File: src/rtl/muldiv_seq_pkg.sv
`default_nettype none
// ============================================================================
// Module   : muldiv_seq_pkg
// Purpose  : Shared types and constants for the RV32M multiply/divide
//            sequencer: ALU op codes, sequencer state encoding and small
//            op-class helpers.
// Ports    : none (package)
// Revision : 1.0 - initial release
// ============================================================================
package muldiv_seq_pkg;

  // Decoder op codes. The M-extension ops occupy one contiguous range so a
  // simple range compare classifies them.
  localparam logic [4:0] ALU_ADD    = 5'd0;
  localparam logic [4:0] ALU_MUL    = 5'd16;
  localparam logic [4:0] ALU_MULH   = 5'd17;
  localparam logic [4:0] ALU_MULHSU = 5'd18;
  localparam logic [4:0] ALU_MULHU  = 5'd19;
  localparam logic [4:0] ALU_DIV    = 5'd20;
  localparam logic [4:0] ALU_DIVU   = 5'd21;
  localparam logic [4:0] ALU_REM    = 5'd22;
  localparam logic [4:0] ALU_REMU   = 5'd23;

  typedef enum logic [1:0] {
    MDS_IDLE = 2'd0,
    MDS_PREP = 2'd1,
    MDS_CALC = 2'd2,
    MDS_FIN  = 2'd3
  } mds_state_t;

  function automatic logic is_m_op(input logic [4:0] op);
    return (op >= ALU_MUL) && (op <= ALU_REMU);
  endfunction

  // Only meaningful for ops already known to be M-extension ops.
  function automatic logic is_div_op(input logic [4:0] op);
    return (op >= ALU_DIV);
  endfunction

endpackage
`default_nettype wire

File: src/rtl/muldiv_seq_if.sv
`default_nettype none
// ============================================================================
// Module   : muldiv_seq_if
// Purpose  : Request/response bundle between execute and the mul/div
//            sequencer.
// Ports    : master - execute side (drives start/op/operands/rd/flush)
//            slave  - sequencer side (drives busy/stall/done/result/rd)
// Revision : 1.0 - initial release
// ============================================================================
interface muldiv_seq_if #(
  parameter int XLEN = 32
);
  logic            start;
  logic [4:0]      alu_op;
  logic [XLEN-1:0] rs1_val;
  logic [XLEN-1:0] rs2_val;
  logic [4:0]      rd_in;
  logic            flush;
  logic            busy;
  logic            stall;
  logic            done;
  logic [XLEN-1:0] result;
  logic [4:0]      result_rd;

  modport master (
    output start, alu_op, rs1_val, rs2_val, rd_in, flush,
    input  busy, stall, done, result, result_rd
  );

  modport slave (
    input  start, alu_op, rs1_val, rs2_val, rd_in, flush,
    output busy, stall, done, result, result_rd
  );
endinterface
`default_nettype wire

File: src/rtl/muldiv_seq_div_step.sv
`default_nettype none
// ============================================================================
// Module   : muldiv_seq_div_step
// Purpose  : One combinational restoring-division step. Shifts the next
//            dividend bit (MSB of the quotient shift register) into the
//            partial remainder, trial-subtracts the divisor and keeps the
//            difference unless it borrowed.
// Ports    : rem_in/quot_in/divisor -> rem_out/quot_out
// Revision : 1.0 - initial release
// ============================================================================
module muldiv_seq_div_step #(
  parameter int XLEN = 32
) (
  input  logic [XLEN-1:0] rem_in,
  input  logic [XLEN-1:0] quot_in,
  input  logic [XLEN-1:0] divisor,
  output logic [XLEN-1:0] rem_out,
  output logic [XLEN-1:0] quot_out
);
  // Partial remainder is one bit wider so the borrow of the trial subtract
  // lands in the MSB.
  logic [XLEN:0] w_shifted;
  logic [XLEN:0] w_diff;
  logic          w_borrow;

  assign w_shifted = {rem_in, quot_in[XLEN-1]};
  assign w_diff    = w_shifted - {1'b0, divisor};
  assign w_borrow  = w_diff[XLEN];

  assign rem_out  = w_borrow ? w_shifted[XLEN-1:0] : w_diff[XLEN-1:0];
  assign quot_out = {quot_in[XLEN-2:0], ~w_borrow};
endmodule
`default_nettype wire

File: src/rtl/muldiv_seq.sv
`default_nettype none
// ============================================================================
// Module   : muldiv_seq
// Purpose  : Multi-cycle RV32M sequencer. Accepts one MUL/MULH/MULHSU/MULHU/
//            DIV/DIVU/REM/REMU op, runs XLEN shift-add or restoring-divide
//            iterations on operand magnitudes, sign-fixes the result and
//            returns it tagged with its destination register.
// Ports    : clock, reset (async, active high)
//            bus (slave) : start, alu_op, rs1_val, rs2_val, rd_in, flush in;
//                          busy, stall, done, result, result_rd out
// Revision : 1.0 - initial release
// ============================================================================
module muldiv_seq
  import muldiv_seq_pkg::*;
#(
  parameter int XLEN = 32
) (
  input  logic          clock,
  input  logic          reset,
  muldiv_seq_if.slave   bus
);
  localparam int CW = $clog2(XLEN);
  localparam logic [XLEN-1:0] C_INT_MIN = {1'b1, {(XLEN-1){1'b0}}};

  mds_state_t        r_state;
  mds_state_t        w_state_next;

  logic              r_busy;
  logic              r_done;
  logic [XLEN-1:0]   r_result;
  logic [4:0]        r_result_rd;
  logic [CW-1:0]     r_count;
  logic [4:0]        r_op;
  logic [4:0]        r_rd;
  logic [XLEN-1:0]   r_a;         // rs1, then |rs1|, then quotient shift reg
  logic [XLEN-1:0]   r_b;         // rs2, then |rs2|
  logic [2*XLEN-1:0] r_acc;       // product accumulator, multiplier in low half
  logic [XLEN-1:0]   r_rem;       // partial remainder
  logic              r_neg;       // final result must be negated
  logic              r_special;   // div-by-zero or signed overflow
  logic [XLEN-1:0]   r_spec_val;

  logic              w_accept;
  logic              w_fin_done;
  logic              w_is_div;
  logic              w_is_rem;
  logic              w_a_signed;
  logic              w_b_signed;
  logic              w_a_neg;
  logic              w_b_neg;
  logic [XLEN-1:0]   w_a_abs;
  logic [XLEN-1:0]   w_b_abs;
  logic              w_neg_res;
  logic              w_div_zero;
  logic              w_div_ovf;
  logic              w_special;
  logic [XLEN-1:0]   w_spec_val;
  logic [XLEN:0]     w_mul_sum;
  logic [2*XLEN-1:0] w_acc_next;
  logic [XLEN-1:0]   w_rem_next;
  logic [XLEN-1:0]   w_quot_next;
  logic [2*XLEN-1:0] w_prod;
  logic [XLEN-1:0]   w_quot_fix;
  logic [XLEN-1:0]   w_rem_fix;
  logic [XLEN-1:0]   w_final;

  // flush outranks start, so a flushed cycle never accepts.
  assign w_accept   = bus.start & ~r_busy & is_m_op(bus.alu_op) & ~bus.flush;
  assign w_fin_done = (r_state == MDS_FIN) & ~bus.flush;

  // --------------------------------------------------------------------------
  // Operand classification (valid from PREP onwards, r_op is latched)
  // --------------------------------------------------------------------------
  assign w_is_div   = is_div_op(r_op);
  assign w_is_rem   = (r_op == ALU_REM) | (r_op == ALU_REMU);
  assign w_a_signed = (r_op == ALU_MUL) | (r_op == ALU_MULH) | (r_op == ALU_MULHSU) |
                      (r_op == ALU_DIV) | (r_op == ALU_REM);
  assign w_b_signed = (r_op == ALU_MUL) | (r_op == ALU_MULH) |
                      (r_op == ALU_DIV) | (r_op == ALU_REM);
  assign w_a_neg    = w_a_signed & r_a[XLEN-1];
  assign w_b_neg    = w_b_signed & r_b[XLEN-1];
  assign w_a_abs    = w_a_neg ? -r_a : r_a;
  assign w_b_abs    = w_b_neg ? -r_b : r_b;
  // Remainder follows the dividend; everything else is the sign product.
  assign w_neg_res  = w_is_rem ? w_a_neg : (w_a_neg ^ w_b_neg);

  assign w_div_zero = w_is_div & (r_b == '0);
  assign w_div_ovf  = ((r_op == ALU_DIV) | (r_op == ALU_REM)) &
                      (r_a == C_INT_MIN) & (r_b == '1);
  assign w_special  = w_div_zero | w_div_ovf;
  assign w_spec_val = w_div_zero ? (w_is_rem ? r_a : '1)
                                 : (w_is_rem ? '0  : r_a);

  // --------------------------------------------------------------------------
  // Iteration datapath
  // --------------------------------------------------------------------------
  // Shift-add: add multiplicand into the upper half when the current
  // multiplier bit is set, then shift the whole accumulator right with carry.
  assign w_mul_sum  = {1'b0, r_acc[2*XLEN-1:XLEN]} + (r_acc[0] ? {1'b0, r_a} : '0);
  assign w_acc_next = {w_mul_sum, r_acc[XLEN-1:1]};

  muldiv_seq_div_step #(
    .XLEN (XLEN)
  ) u_div_step (
    .rem_in   (r_rem),
    .quot_in  (r_a),
    .divisor  (r_b),
    .rem_out  (w_rem_next),
    .quot_out (w_quot_next)
  );

  // --------------------------------------------------------------------------
  // Sign fix and result select
  // --------------------------------------------------------------------------
  assign w_prod     = r_neg ? -r_acc : r_acc;
  assign w_quot_fix = r_neg ? -r_a   : r_a;
  assign w_rem_fix  = r_neg ? -r_rem : r_rem;

  always_comb begin
    w_final = '0;
    if (r_special) begin
      w_final = r_spec_val;
    end else if (w_is_div) begin
      w_final = w_is_rem ? w_rem_fix : w_quot_fix;
    end else if (r_op == ALU_MUL) begin
      w_final = w_prod[XLEN-1:0];
    end else begin
      w_final = w_prod[2*XLEN-1:XLEN];
    end
  end

  // --------------------------------------------------------------------------
  // FSM
  // --------------------------------------------------------------------------
  always_ff @(posedge clock or posedge reset) begin
    if (reset) begin
      r_state <= MDS_IDLE;
    end else begin
      r_state <= w_state_next;
    end
  end

  always_comb begin
    w_state_next = r_state;
    case (r_state)
      MDS_IDLE: if (w_accept) w_state_next = MDS_PREP;
      MDS_PREP: w_state_next = w_special ? MDS_FIN : MDS_CALC;
      MDS_CALC: if (r_count == CW'(XLEN-1)) w_state_next = MDS_FIN;
      MDS_FIN:  w_state_next = MDS_IDLE;
      default:  w_state_next = MDS_IDLE;
    endcase
    if (bus.flush && (r_state != MDS_IDLE)) begin
      w_state_next = MDS_IDLE;
    end
  end

  // --------------------------------------------------------------------------
  // Datapath registers
  // --------------------------------------------------------------------------
  always_ff @(posedge clock or posedge reset) begin
    if (reset) begin
      r_busy      <= 1'b0;
      r_done      <= 1'b0;
      r_result    <= '0;
      r_result_rd <= '0;
      r_count     <= '0;
      r_op        <= '0;
      r_rd        <= '0;
      r_a         <= '0;
      r_b         <= '0;
      r_acc       <= '0;
      r_rem       <= '0;
      r_neg       <= 1'b0;
      r_special   <= 1'b0;
      r_spec_val  <= '0;
    end else begin
      r_busy <= (w_state_next != MDS_IDLE);
      r_done <= w_fin_done;
      case (r_state)
        MDS_IDLE: begin
          if (w_accept) begin
            r_op <= bus.alu_op;
            r_a  <= bus.rs1_val;
            r_b  <= bus.rs2_val;
            r_rd <= bus.rd_in;
          end
        end
        MDS_PREP: begin
          r_a        <= w_a_abs;
          r_b        <= w_b_abs;
          r_acc      <= {{XLEN{1'b0}}, w_b_abs};
          r_rem      <= '0;
          r_neg      <= w_neg_res;
          r_special  <= w_special;
          r_spec_val <= w_spec_val;
          r_count    <= '0;
        end
        MDS_CALC: begin
          r_count <= r_count + CW'(1);
          if (w_is_div) begin
            r_rem <= w_rem_next;
            r_a   <= w_quot_next;
          end else begin
            r_acc <= w_acc_next;
          end
        end
        MDS_FIN: begin
          if (!bus.flush) begin
            r_result    <= w_final;
            r_result_rd <= r_rd;
          end
        end
        default: ;
      endcase
    end
  end

  assign bus.busy      = r_busy;
  assign bus.stall     = r_busy | (bus.start & is_m_op(bus.alu_op));
  assign bus.done      = r_done;
  assign bus.result    = r_result;
  assign bus.result_rd = r_result_rd;

endmodule
`default_nettype wire

File: src/flat_wrapper.sv
// flat-port wrapper written by rule: the top's interface ports become plain ports
module muldiv_seq_flat import muldiv_seq_pkg::*;
#(
  parameter int XLEN = 32
)
  (clock, reset, bus_start, bus_alu_op, bus_rs1_val, bus_rs2_val, bus_rd_in, bus_flush, bus_busy, bus_stall, bus_done, bus_result, bus_result_rd);
  muldiv_seq_if #(.XLEN(XLEN)) bus_i ();
  input  logic clock;
  input  logic reset;
  input wire logic [$bits(bus_i.start)-1:0] bus_start;
  input wire logic [$bits(bus_i.alu_op)-1:0] bus_alu_op;
  input wire logic [$bits(bus_i.rs1_val)-1:0] bus_rs1_val;
  input wire logic [$bits(bus_i.rs2_val)-1:0] bus_rs2_val;
  input wire logic [$bits(bus_i.rd_in)-1:0] bus_rd_in;
  input wire logic [$bits(bus_i.flush)-1:0] bus_flush;
  output wire logic [$bits(bus_i.busy)-1:0] bus_busy;
  output wire logic [$bits(bus_i.stall)-1:0] bus_stall;
  output wire logic [$bits(bus_i.done)-1:0] bus_done;
  output wire logic [$bits(bus_i.result)-1:0] bus_result;
  output wire logic [$bits(bus_i.result_rd)-1:0] bus_result_rd;
  assign bus_i.start = bus_start;
  assign bus_i.alu_op = bus_alu_op;
  assign bus_i.rs1_val = bus_rs1_val;
  assign bus_i.rs2_val = bus_rs2_val;
  assign bus_i.rd_in = bus_rd_in;
  assign bus_i.flush = bus_flush;
  assign bus_busy = bus_i.busy;
  assign bus_stall = bus_i.stall;
  assign bus_done = bus_i.done;
  assign bus_result = bus_i.result;
  assign bus_result_rd = bus_i.result_rd;
  muldiv_seq #(.XLEN(XLEN)) u_core (.clock(clock), .reset(reset), .bus(bus_i));
endmodule
File: config.mk
export PLATFORM = sky130hd
export DESIGN_NAME = muldiv_seq_flat
export DESIGN_NICKNAME = d
export VERILOG_FILES = /design/src/rtl/muldiv_seq_pkg.sv /design/src/rtl/muldiv_seq_if.sv /design/src/rtl/muldiv_seq_div_step.sv /design/src/rtl/muldiv_seq.sv /design/src/flat_wrapper.sv
export SDC_FILE = /design/constraint.sdc
export NUM_CORES = 1
export LEC_CHECK = 0
export ABC_AREA = 1
export CORE_MARGIN = 5
export CORE_UTILIZATION = 50
export DETAILED_ROUTE_END_ITERATION = 7
export GPL_TIMING_DRIVEN = 0
export PLACE_DENSITY = 0.68
export SYNTH_ARGS = -nofsm -noshare
export SYNTH_HDL_FRONTEND = slang
export SYNTH_SLANG_ARGS = --single-unit
File: constraint.sdc
create_clock -name clock -period 17.99 [get_ports clock]
set_input_delay 3.598 -clock clock [delete_from_list [all_inputs] [get_ports clock]]
set_output_delay 3.598 -clock clock [all_outputs]
set_load 0.05 [all_outputs]
==> flow_summary_export.csv <==
group,metric,value,unit
run_status,status,"finished, final reports clean",
sta,hold_viol,0,
placement,place_area,23800,um^2
final_layout,n_antenna_cell,0,
final_layout,layout.nets,3850,
yosys,synth_nets,3700,
job,maxCapViolCount,0,
sta,tightest_slew,1390,ps
yosys,avgSynthCellArea,6.15,um^2
floorplanning,die_x,219,um
yosys,synth_top_cell_by_area,"dfrtp_1",
floorplanning,die_y,219,um
sta,drv_slew,0,
yosys,yosysSeqAreaShare,28.7,%
detailed_routing,ant_nets,0,
clock_network,cts.sink_count,250,
sta,rsz0062_at_grt,"false",
placement,pre_cts_ws,9350,ps
floorplanning,rows,76,
yosys,yosysWarnings,0,
floorplanning,io_pins,118,
floorplanning,start_util,50.6,%
detailed_routing,firstDrtPassIters,8,
sta,final.min_clock_period,8660,ps
setup_path,critPathKind,"in -> out",
floorplanning,coreArea,43100,um^2
yosys,synth_top_area_share,28.7,%
grt,grt_max_degree,114,
placement,dp_hpwl,80500,um
setup_path,cp.arrival,5060,ps
clock_network,postCtsSetupBuffers,0,
sta,clock.fmax,0.116,GHz
yosys,synth-edff-count,0,
yosys,syn-cell-area,21800,um^2
setup_path,cp.required,14390,ps
clock_network,cts_tree,"built",
power_and_ir_drop,vdd_drop_max,0.117,mV
sta,finClkSkew,23.8,ps
placement,io_buffers,117,
yosys,synthCells,3544,
clock_network,numCtsBuffers,29,
setup_path,crit_path_start_kind,"input port",
final_layout,layout_common_cells,"nand2_1, nor2_1, inv_1",
final_layout,postLayoutCellArea,24700,um^2
grt,grt_usage,40.9,%
sta,whs,482,ps
yosys,ys_types,49,
final_layout,final_common_cell,"nand2_1",
power_and_ir_drop,cellLeakagePower,12.6,nW
placement,dp.cells,4248,
detailed_routing,wire_per_inst,23.4,um
sta,setup_tns,0,ps
clock_network,worstSkewPairLatency,600,ps
clock_network,cts-root-buf,"clkbuf_16",
final_layout,post-route-util,57.4,%
placement,place_congestion,1.05,
yosys,ys.flop_type,"dfrtp_1",
sta,maxSlewHeadroom,6.75,%
grt,globalRouteOverflowTotal,0,
clock_network,clock_path_buffers,3,
yosys,ys_seq_elements,250,
final_layout,area_growth,13.5,%
sta,finalCritPeriodShare,48.1,%
sta,worst_slack,9330,ps
clock_network,clkTransAtPathRegs,60,ps
grt,first_global_vias,24900,
final_layout,layout.cells.non_filler,4301,
clock_network,hold_buffers,0,
power_and_ir_drop,power.density,194,nW/um^2
detailed_routing,vias,26300,
floorplanning,die_area,47900,um^2
setup_path,crit_path_end_kind,"primary output",
detailed_routing,wl,101000,um
detailed_routing,drtIter0Drc,3784,
detailed_routing,routed_via_density,6.10,
sta,finalSetupViolations,0,
yosys,ys_top_cells_by_area,"dfrtp_1, nand2_1, nand3_1",
clock_network,htree_levels,1,
worst_hold_path,hold_path.class,"reg -> reg",
final_layout,drive_gt1_share,3.39,%
detailed_routing,drc,0,
grt,antenna_found_initial,1,
power_and_ir_drop,finalPower,4.80,mW
clock_network,cts-resized-gates,0,
yosys,async_flop_share,100,%
grt,grt_first_pass_wirelength,150000,um
setup_path,path_max_fanout,2,
-- cells in the mapped netlist (44+ instances only) --
| library cell | count |
|---|---|
| a21oi_1 | 184 |
| o21ai_0 | 312 |
| dfrtp_1 | 250 |
| ha_1 | 76 |
| inv_1 | 391 |
| o211ai_1 | 63 |
| nor2_1 | 400 |
| xor2_1 | 50 |
| o22ai_1 | 44 |
| clkbuf_1 | 90 |
| nand2_1 | 1037 |
| nand3_1 | 350 |
-- layer usage --
metal	part of all wire [%]	global-route usage, %
met5	0.015	0
met4	8.3	27.0
met3	10	6.40
met2	44	64.7
met1	37	51.9
-- state kept, by name (all words and copies together), names as in the netlist, 2 cells and up --
register              cells
u_core.r_rd               5
u_core.r_count            5
u_core.r_spec_val        32
u_core.r_rem             32
u_core.bus.result_rd      5
u_core.r_state            2
u_core.r_op               5
u_core.r_acc             64
u_core.r_a               32
u_core.r_b               32
u_core.bus.result        32
-- worst max-delay path, cell delays in order --
cell             delay (ps)
clkdlybuf4s50_1         390
nand3b_1                180
nand2_1                  80
clkdlybuf4s50_1         800
-- kinds of logic after synthesis --
group	synth area share [%]
simple gates	36.7
compound gates	17.8
xor+xnor	2.65
fa+ha+maj	4.55
buf+inv	9.58
flops	28.7
-- where the power goes --
group	internal, mW	switching (mW)	leakage [nW]
logic	0.850	2.26	8.92
clock network	0.341	0.273	0.476
registers	0.781	0.297	3.18
-- final cells by class --
class / instances / area [um^2]
repair buffers: 119 / 1230
plain buffers: 139 / 583
clock inverters: 16 / 146
flip-flops and latches: 250 / 6260
multi-input cells: 2754 / 13500
well taps: 585 / 732
inverters: 401 / 1510
clock buffers: 37 / 826
fillers: 4271 / 18300
-- path summary, 6_finish.rpt --
check	start	end	slack, ps	depth (start not counted)
worst max-delay path	bus_alu_op[3]	bus_stall	9330	4
worst min-delay path	u_core.bus.result[9]$_DFFE_PP0P_	u_core.bus.result[9]$_DFFE_PP0P_	480	2
worst max register to register	u_core.r_a[0]$_DFFE_PP0P_	u_core.bus.busy$_DFF_PP0_	14150	12
worst min register to register	u_core.bus.result[9]$_DFFE_PP0P_	u_core.bus.result[9]$_DFFE_PP0P_	480	2
max in group asynchronous	reset	u_core.r_b[29]$_DFFE_PP0P_	13630	3
min in group asynchronous	reset	u_core.bus.result[23]$_DFFE_PP0P_	3400	2
Note: power is estimated with default switching activity, not from simulation.
